--- src/rtl/imem_pkg.sv ---
// Shared definitions for the instruction fetch path: ISA encodings, default
// memory geometry and the program-loader state encoding.
package imem_pkg;

  localparam int IMEM_ADDR_W = 8;
  localparam int IMEM_DATA_W = 16;

  localparam logic [3:0] OP_ALU  = 4'h0;
  localparam logic [3:0] OP_ALUI = 4'h1;
  localparam logic [3:0] OP_LD   = 4'h2;
  localparam logic [3:0] OP_ST   = 4'h3;
  localparam logic [3:0] OP_BR   = 4'h4;
  localparam logic [3:0] OP_JMP  = 4'h5;
  localparam logic [3:0] OP_LUI  = 4'h6;
  localparam logic [3:0] OP_HALT = 4'hF;

  localparam logic [2:0] ALU_ADD = 3'd0;
  localparam logic [2:0] ALU_SUB = 3'd1;
  localparam logic [2:0] ALU_AND = 3'd2;
  localparam logic [2:0] ALU_OR  = 3'd3;
  localparam logic [2:0] ALU_XOR = 3'd4;
  localparam logic [2:0] ALU_SHL = 3'd5;
  localparam logic [2:0] ALU_SHR = 3'd6;
  localparam logic [2:0] ALU_SLT = 3'd7;

  localparam logic [1:0] BR_EQ = 2'd0;
  localparam logic [1:0] BR_NE = 2'd1;
  localparam logic [1:0] BR_LT = 2'd2;
  localparam logic [1:0] BR_GE = 2'd3;

  typedef enum logic [2:0] {
    ST_IDLE  = 3'd0,
    ST_HI    = 3'd1,
    ST_LO    = 3'd2,
    ST_WRITE = 3'd3,
    ST_CHK   = 3'd4,
    ST_DONE  = 3'd5
  } ldr_state_t;

  function automatic logic is_ctrl_op(input logic [3:0] op);
    return (op == OP_BR) || (op == OP_JMP);
  endfunction

endpackage

--- src/rtl/imem_loader_csum.sv ---
// Running XOR over the accepted program bytes, compared against the trailing
// checksum byte. Present only in the IMEM_LOADER_CHECKSUM_EN build.
module imem_loader_csum
  import imem_pkg::*;
(
  input  logic       clk,
  input  logic       rst_n,
  input  logic       clr,
  input  logic       data_vld,
  input  logic [7:0] data_byte,
  output logic       mismatch
);

  logic [7:0] acc;

  always_ff @(posedge clk or negedge rst_n) begin
    if (!rst_n) begin
      acc <= '0;
    end else if (clr) begin
      acc <= '0;
    end else if (data_vld) begin
      acc <= acc ^ data_byte;
    end
  end

  // Valid only while the loader is accepting the checksum byte.
  assign mismatch = (data_byte != acc);

endmodule

--- src/rtl/imem_loader.sv ---
// Instruction-memory program loader: byte stream in, 16-bit words written from
// address 0 up. Optional trailing checksum byte under IMEM_LOADER_CHECKSUM_EN.
module imem_loader
  import imem_pkg::*;
#(
  parameter int ADDR_W = IMEM_ADDR_W,
  parameter int DATA_W = IMEM_DATA_W
)
(
  input  logic              clk,
  input  logic              rst_n,
  input  logic              load_start,
  input  logic [ADDR_W:0]   load_len,
  input  logic              abort,
  input  logic              in_valid,
  input  logic [7:0]        in_data,
  output logic              in_ready,
  output logic              wr_en,
  output logic [ADDR_W-1:0] wr_addr,
  output logic [DATA_W-1:0] wr_data,
  output logic              cpu_hold,
  output logic              busy,
  output logic              done,
  output logic              err
);

`ifdef IMEM_LOADER_CHECKSUM_EN
  localparam ldr_state_t END_ST = ST_CHK;
`else
  localparam ldr_state_t END_ST = ST_DONE;
`endif

  ldr_state_t      st, st_nxt;
  logic [ADDR_W:0] cnt;
  logic            byte_acc;
  logic            start_acc;
  logic            last_word;

  assign byte_acc  = in_valid && in_ready && !abort;
  assign start_acc = (st == ST_IDLE) && load_start && !abort;
  assign last_word = (cnt == (ADDR_W+1)'(1));

  always_ff @(posedge clk or negedge rst_n) begin
    if (!rst_n) begin
      st <= ST_IDLE;
    end else begin
      st <= st_nxt;
    end
  end

  always_comb begin
    st_nxt = st;
    if (abort) begin
      st_nxt = ST_IDLE;
    end else begin
      case (st)
        ST_IDLE:  if (load_start) st_nxt = (load_len == '0) ? END_ST : ST_HI;
        ST_HI:    if (in_valid) st_nxt = ST_LO;
        ST_LO:    if (in_valid) st_nxt = ST_WRITE;
        ST_WRITE: st_nxt = last_word ? END_ST : ST_HI;
        ST_CHK:   if (in_valid) st_nxt = ST_DONE;
        ST_DONE:  st_nxt = ST_IDLE;
        default:  st_nxt = ST_IDLE;
      endcase
    end
  end

  // Every handshake/status output is a pure decode of the state register.
  always_comb begin
    in_ready = 1'b0;
    wr_en    = 1'b0;
    done     = 1'b0;
    cpu_hold = (st != ST_IDLE);
    busy     = (st != ST_IDLE);
    case (st)
      ST_HI, ST_LO, ST_CHK: in_ready = 1'b1;
      ST_WRITE:             wr_en    = 1'b1;
      ST_DONE:              done     = 1'b1;
      default:              ;
    endcase
  end

  always_ff @(posedge clk or negedge rst_n) begin
    if (!rst_n) begin
      cnt     <= '0;
      wr_addr <= '0;
      wr_data <= '0;
    end else if (!abort) begin
      if (start_acc) begin
        cnt     <= load_len;
        wr_addr <= '0;
      end
      if (byte_acc && (st == ST_HI)) wr_data[DATA_W-1 -: 8] <= in_data;
      if (byte_acc && (st == ST_LO)) wr_data[7:0] <= in_data;
      // A full-length load wraps wr_addr back to 0; cnt reaching 0 stops writes.
      if (st == ST_WRITE) begin
        wr_addr <= wr_addr + ADDR_W'(1);
        cnt     <= cnt - (ADDR_W+1)'(1);
      end
    end
  end

`ifdef IMEM_LOADER_CHECKSUM_EN
  logic err_q;
  logic csum_bad;

  imem_loader_csum u_csum (
    .clk       (clk),
    .rst_n     (rst_n),
    .clr       (start_acc),
    .data_vld  (byte_acc && ((st == ST_HI) || (st == ST_LO))),
    .data_byte (in_data),
    .mismatch  (csum_bad)
  );

  always_ff @(posedge clk or negedge rst_n) begin
    if (!rst_n) begin
      err_q <= 1'b0;
    end else if (start_acc) begin
      err_q <= 1'b0;
    end else if (byte_acc && (st == ST_CHK) && csum_bad) begin
      err_q <= 1'b1;
    end
  end

  assign err = err_q;
`else
  assign err = 1'b0;
`endif

endmodule

--- config.mk ---
export PLATFORM = sky130hd
export DESIGN_NAME = imem_loader
export DESIGN_NICKNAME = d
export VERILOG_FILES = /design/src/rtl/imem_pkg.sv /design/src/rtl/imem_loader_csum.sv /design/src/rtl/imem_loader.sv
export SDC_FILE = /design/constraint.sdc
export NUM_CORES = 1
export LEC_CHECK = 0
export CORE_ASPECT_RATIO = 0.75
export CORE_MARGIN = 2
export CORE_UTILIZATION = 31
export DETAILED_ROUTE_END_ITERATION = 16
export SLEW_MARGIN = 40
export SYNTH_ARGS = -nofsm -noshare
export SYNTH_HDL_FRONTEND = slang
export SYNTH_SLANG_ARGS = --single-unit
--- constraint.sdc ---
create_clock -name clk -period 2 [get_ports clk]
set_input_delay 0.2 -clock clk [delete_from_list [all_inputs] [get_ports clk]]
set_output_delay 0.2 -clock clk [all_outputs]
set_load 0.03 [all_outputs]
==> impl_metrics.csv, run 1 <==
group,metric,value,unit
clock_tree,post_cts_buffers,0,
routing,avgViaCountPerCell,4.891,
synthesis,synthDistinctLibCells,51,
worst_setup_path,r2r-start,"cnt[0]$_DFFE_PN0P_",
pwr,power.share.clock,0.226,
synthesis,ys_top_cells_by_count,"36 x dfrtp_1, 19 x nor2_1, 17 x mux2_2",
synthesis,yosysTopAreaCellShare,0.4762,
layout,synthToLayoutAreaGrowth,38.43,%
floorplan,initial_utilization,0.3231,
place,dp.cells,312,
place,io_buffers,50,
grt,grt_max_degree,37,
routing,drc,0,
timing,fmax,550.5,MHz
layout,antennaDiodeCount,0,
timing,whs,0.4118,ns
routing,route.vias.total,1570,
clock_tree,cts_root_buf,"clkbuf_8",
clock_tree,cts_tree,"built",
synthesis,synth_area,1892,µm²
layout,fin_cells,321,
routing,dr.pass1.iters,4,
worst_setup_path,worstPathArrival,1.98,ns
pwr,p_seq_frac,0.422,
worst_setup_path,cp.buffers_inverters,1,
worst_setup_path,start_kind,"register",
timing,period_minus_slack,1.816,ns
pwr,ir_drop,656.8,µV
worst_setup_path,cp.required,2.16,ns
pwr,p_total,0.002344,W
layout,layout-drive-gt1-share,0.1893,
grt,grt_pass1_wl,7.376,mm
worst_setup_path,critPathSlowestCell,"or4b_1",
place,gp_congestion,0.8092,
synthesis,synthTopCellsByArea,"dfrtp_1 48%, mux2_2 10%, nor2_1 3.8%",
timing,drv_slew,0,
clock_tree,cts_made_buffers,5,
routing,wl_met1,2.259,mm
floorplan,dieArea,6750,µm²
grt,track_usage,0.1386,
synthesis,synthCells,183,
pwr,p_per_area,894.9,nW/µm²
pwr,p_switching,0.0007977,W
routing,met3_length,250,µm
synthesis,synth-async-reset-ratio,1.000,
routing,wl_met2,1.812,mm
worst_setup_path,critPathMaxFanout,5,
routing,wl_per_cell,13.56,µm
synthesis,ys_seq_area_frac,0.4762,
timing,period_share,0.9082,
synthesis,avgSynthCellArea,10.34,µm²
floorplan,rows,24,
clock_tree,clock_path_buffers,2,
floorplan,die_h,71.66,µm
synthesis,synth_top_area_cell,"dfrtp_1",
floorplan,ios,52,
clock_tree,clkTransAtPathRegs,0.07,ns
pwr,internal_power,0.001546,W
hold_path,min_path_type,"input pin to asynchronous set/reset pin",
synthesis,yosysMostFrequentCell,"dfrtp_1",
routing,ant_nets,0,
floorplan,core,5856,µm²
worst_setup_path,critical-path-top-delay-family,"simple AND/OR/NAND/NOR gates",
layout,fin_util,0.4472,
synthesis,synthFlopType,"dfrtp_1",
timing,rsz0062_at_grt,"false",
layout,fin_nets,267,
worst_setup_path,crit_path_end_kind,"register",
worst_setup_path,critPathLaunch,"cnt[0]$_DFFE_PN0P_",
status,status,"finished, final reports clean",
clock_tree,htree_levels,2,
synthesis,synth_nets,208,
grt,antenna_found_initial,0,
grt,grt_pass1_vias,1494,
pwr,p_comb_frac,0.352,
routing,routed_wl,4.353,mm
synthesis,synth_edf_count,0,
clock_tree,cts.sinks,36,
flow_run,drv_cap,0,
timing,totalNegativeSetupSlack,0,ns
synthesis,yosysWarnings,0,
timing,fin_worst_skew,0.003108,ns
worst_setup_path,max_stage_delay,0.48,ns
worst_setup_path,cp_cell_sequence,"inv_1 > ha_1 > or4b_1 > nor4_1 > a31oi_1 > a2bb2oi_1",
grt,grt_overflow,0,
worst_setup_path,critPathKind,"register to register",
pwr,p_leak,1.164,nW
synthesis,synth_seq_cells,36,
timing,setup_violations,0,
timing,hold_viol,0,
floorplan,die_w,94.21,µm
place,dpl.hpwl,3.181,mm
routing,top_layer,"met4",
clock_tree,insertion_delay,0.28,ns
routing,first_iter_violations,92,
pwr,netSwitchingFraction,0.3404,
## power groups by stage
stage	clock [W]	combinational, W	sequential, W
final	0.000529	0.000824	0.000990
after global routing	0.000592	0.000878	0.00101
after CTS	0.000551	0.000834	0.000990
after detailed placement	0	0.000830	0.000999
after global placement	0	0.000825	0.00100
after floorplan	0	0.000272	0.00119
## sequential cells by signal, indices dropped and copies added (netlist names)
register and flops:
cnt 9, wr_addr 8, st 3, wr_data 16
## routing by layer
layer | vias up | GRT usage
met3 | 2 | 0.04206
met4 | 0 | 0.02899
li1 | 774 | -
met2 | 50 | 0.2000
met1 | 744 | 0.2059
met5 | - | 0
## cell families after synthesis
group	synth area share
DFF	0.4762
buffers and inverters	0.04497
adders and majority gates	0.01984
AOI/OAI and AO/OA	0.1429
and+or+nand+nor	0.1746
xor gates and xnor gates	0.02778
other	0.001982
muxes	0.1118
## stage by stage
stage          worst slack, ns  instance area [µm²]
5_1_grt                0.07585                 2619
4_1_cts                0.02042                 2611
2_1_floorplan           0.2981                 1892
3_3_place_gp            0.2133                 2506
6_report                0.1836                 2619
3_5_place_dp            0.1799                 2509
## cell usage in the layout (no fill, tap or decap), drive strengths merged, types with 2 or more instances in the layout
| cell | count |
|---|---|
| clkinv | 2 |
| dfrtp | 36 |
| mux2 | 17 |
| nand3b | 2 |
| a2bb2oi | 3 |
| buf | 14 |
| inv | 5 |
| mux2i | 2 |
| nand2 | 8 |
| o22ai | 2 |
| clkdlybuf4s50 | 44 |
| a21oi | 8 |
| clkbuf | 6 |
| and2 | 3 |
| o211ai | 5 |
| o21ai | 13 |
| nor4 | 2 |
| nor3b | 2 |
| nor2 | 20 |
| dlymetal6s2s | 3 |
| ha | 3 |
| nor3 | 4 |
| xor2 | 5 |
| and3 | 3 |
| a31oi | 2 |
| a22oi | 2 |
| nand3 | 5 |
## worst paths after layout
path	endpoint	slack [ns]	cells after the start
max	cnt[8]$_DFFE_PN0P_	0.18	6
min	cnt[6]$_DFFE_PN0P_	0.41	2
max reg2reg	cnt[8]$_DFFE_PN0P_	0.18	6
min reg2reg	wr_data[15]$_DFFE_PN0P_	0.51	1
max in group asynchronous	st[0]$_DFFE_PN0P_	1.22	2
min in group clk	wr_data[15]$_DFFE_PN0P_	0.51	1
## worst reg2reg max path: cells and delay by family, from the launching register on
family | cells | cell delay, ns
buf+inv | 1 | 0.09
flops | 1 | 0.42
fa+ha+maj | 1 | 0.17
simple gates | 2 | 0.75
compound gates | 2 | 0.28
## what timing repair did
action                                  CTS  global route
resized for setup                         2             3
endpoints found under the setup margin    2             3
hold endpoints to repair                 36             0
gates cloned                              0             0
hold buffers                              1             0
## final cells by class
| cell class | count | area (µm²) |
|---|---|---|
| Clock buffer | 6 | 82.58 |
| Clock inverter | 2 | 10.01 |
| Fill cell | 565 | 3237 |
| Inverter | 5 | 18.77 |
| Multi-Input combinational cell | 131 | 905.9 |
| Sequential cell | 36 | 902.1 |
| Tap cell | 78 | 97.59 |
| Timing Repair Buffer | 63 | 601.8 |
Note: power is estimated with default switching activity, not from simulation.
==> run 2, diff against run 1 <==
--- a/config.mk
+++ b/config.mk
@@ -5,10 +5,12 @@
 export SDC_FILE = /design/constraint.sdc
 export NUM_CORES = 1
 export LEC_CHECK = 0
+export CAP_MARGIN = 20
 export CORE_ASPECT_RATIO = 0.75
 export CORE_MARGIN = 2
 export CORE_UTILIZATION = 31
 export DETAILED_ROUTE_END_ITERATION = 16
+export GPL_ROUTABILITY_DRIVEN = 0
 export SLEW_MARGIN = 40
 export SYNTH_ARGS = -nofsm -noshare
 export SYNTH_HDL_FRONTEND = slang
==> results of run 2 <==
Final layout, timing and power as in run 1 (identical DEF).
==> RTL edit: new RTL, settings of run 2 <==
`IMEM_ADDR_W`: 8 -> 7.
--- a/src/rtl/imem_pkg.sv
+++ b/src/rtl/imem_pkg.sv
@@ -4,3 +4,3 @@
 
-  localparam int IMEM_ADDR_W = 8;
+  localparam int IMEM_ADDR_W = 7;
   localparam int IMEM_DATA_W = 16;
Interface: changed (resized load_len and wr_addr); port bits go from 52 to 50. No check against the original RTL was run, so the function may have changed too.
==> RTL edit against run 2 <==
  * Worst hold slack lost 0.10 ns
  * Worst setup slack gained 0.032 ns
  * Sequential share of layout area shrank 0.053 points
  * Sequential cell count shrank 2
  * Power grew 24%
  * Critical path depth shrank 2
  * Clock skew grew 0.012 ns
  * Synthesized area shrank 6.8%
  * Cell area shrank 5.5%
  * Routed wire length shrank 9.1%
  * Die area shrank 6.5%
  * Critical path type is now reg2out
  * Largest power group is now combinational logic
==> RTL edit: results (changes against run 2) <==
Run status
  – Run status: finished clean (unchanged)

Clock network
  – Worst skew pair latency: 0.29 ns
  – Cts bufs inserted: 5 (unchanged)
  – Htree depth: 2 (unchanged)

Critical path
  – Slowest library cell on the worst path: dfrtp_1 (was or4b_1)
  – CP top delay family: buffers and inverters (was simple AND/OR/NAND/NOR gates)
  – CP Data Arrival Time: 1.58 ns (was 1.98 ns)
  – CP max stage delay: 0.51 ns (was 0.48 ns)
  – CP max FO: 10 (was 5)

Synthesis
  – Main flop type after synthesis: dfrtp_1 (unchanged)
  – Syn Nets: 192 (was 208)
  – Sequential area share after synthesis: 48.26% (was 47.62%)
  – Mux contribution to synthesized area: 11.36% (was 11.18%)
  – Synth Area in Compound Gates: 15.54% (was 14.29%)
  – Synth area leaders: dfrtp_1 (48%), mux2_2 (10%), o21ai_0 (3.4%) (was dfrtp_1 (48%), mux2_2 (10%), nor2_1 (3.8%))
  – Count of cell types in the netlist: 44 (was 51)
  – Synth Area in Adders: 2.129% (was 1.984%)
  – Post-synthesis area per instance: 10.49 µm² (was 10.34 µm²)
  – Post-Synth XOR/XNOR Area: 1.490% (was 2.778%)
  – Post-synth top cells: dfrtp_1 (34), mux2_2 (16), nor2_1 (12), o21ai_0 (12), a21oi_1 (9) (was dfrtp_1 (36), nor2_1 (19), mux2_2 (17))

GRT
  – Met1 usage: 18.60% (was 20.59%)
  – Global-route wire length before repair: 6865 µm (was 7376 µm)
  – GRT met2 Usage: 19.84% (was 20.00%)
  – Tot GR Track Use: 13.49% (was 13.86%)
  – M3 GR Usage: 4.239% (was 4.206%)
  – Largest net degree at the start of global routing: 35 (was 37)
  – Vias in the first global route: 1408 (was 1494)

Pwr
  – Peak supply drop: 0.0005576 V (was 0.0006568 V)
  – Int Pwr: 1.789 mW (was 1.546 mW)
  – Static Leakage: 1.092 nW (was 1.164 nW)

Placement
  – Detailed placer's ending HPWL: 2936 µm (was 3181 µm)
  – Port bufs: 48 (was 50)
  – Worst slack, placed: 0.1294 ns (was 0.1799 ns)
  – Placed Instances: 292 (was 312)

Detailed routing
  – Routed wire length per instance: 13.20 µm (was 13.56 µm)
  – M1 WL: 1988 µm (was 2259 µm)
  – Routed wl met3: 190 µm (was 250 µm)
  – Metal2 WL: 1724 µm (was 1812 µm)
  – Mean number of vias per cell: 4.857 (was 4.891)
  – Iter 0 DRT Violations: 60 (was 92)

Finish
  – Layout Cells excl Fill: 300 (was 321)
  – Largest regs: wr_data x16, cnt x8, wr_addr x7 (was wr_data x16, cnt x9, wr_addr x8)
  – Layout cell share with drive strength beyond 1: 18.22% (was 18.93%)
  – Nets: 248 (was 267)

STA
  – Rel. slew slack: 63.80%
  – Post-Route Skew: 0.01468 ns (was 0.003108 ns)
==> RTL edit: cell count changes after synthesis, moves of 3 or more <==
cell | before | now
nor2_1 | 19 | 12
nand3_1 | 5 | 1
a21o_1 | 0 | 3
a2bb2oi_1 | 3 | 0
nor4_1 | 2 | 5
xor2_1 | 5 | 2
==> RTL edit: final timing paths <==
kind	startpoint	slack, ns	endpoint	cells after the start
max	st[2]	0.22	wr_en	4
min	rst_n	0.31	wr_addr[4]	2
max reg2reg	st[2]	0.28	wr_addr[6]	5
min reg2reg	wr_data[11]	0.51	wr_data[11]	1
max in group asynchronous	rst_n	1.36	st[1]	2
min in group clk	wr_data[11]	0.51	wr_data[11]	1
==> RTL edit: layout make-up <==
class	count	area [µm²]
Tap cell	75	93.84
Clock inverter	2	12.51
Clock buffer	6	82.58
Sequential cell	34	850.8
Fill cell	550	2937
Multi-Input combinational cell	120	847.1
Inverter	5	18.77
Timing Repair Buffer	58	568.0
==> RTL edit: stage by stage <==
| step | instance area [µm²] | total power [mW] |
|---|---|---|
| 2_1_floorplan | 1763 | 1.858 |
| 3_3_place_gp | 2376 | 2.395 |
| 3_5_place_dp | 2376 | 2.408 |
| 4_1_cts | 2469 | 2.935 |
| 5_1_grt | 2474 | 3.075 |
| 6_report | 2474 | 2.899 |
==> RTL edit: power groups by stage <==
stage	logic (mW)	clock network, mW	registers, mW
5_1_grt	1.37	0.577	1.13
6_report	1.28	0.528	1.09
2_1_floorplan	0.484	0	1.37
3_5_place_dp	1.31	0	1.10
3_3_place_gp	1.30	0	1.10
4_1_cts	1.30	0.547	1.09
==> RTL edit: what timing repair did <==
action                                  in CTS  in global routing
gates resized for setup                      2                  2
endpoints found under the setup margin       3                  2
hold endpoints to repair                     0                  0
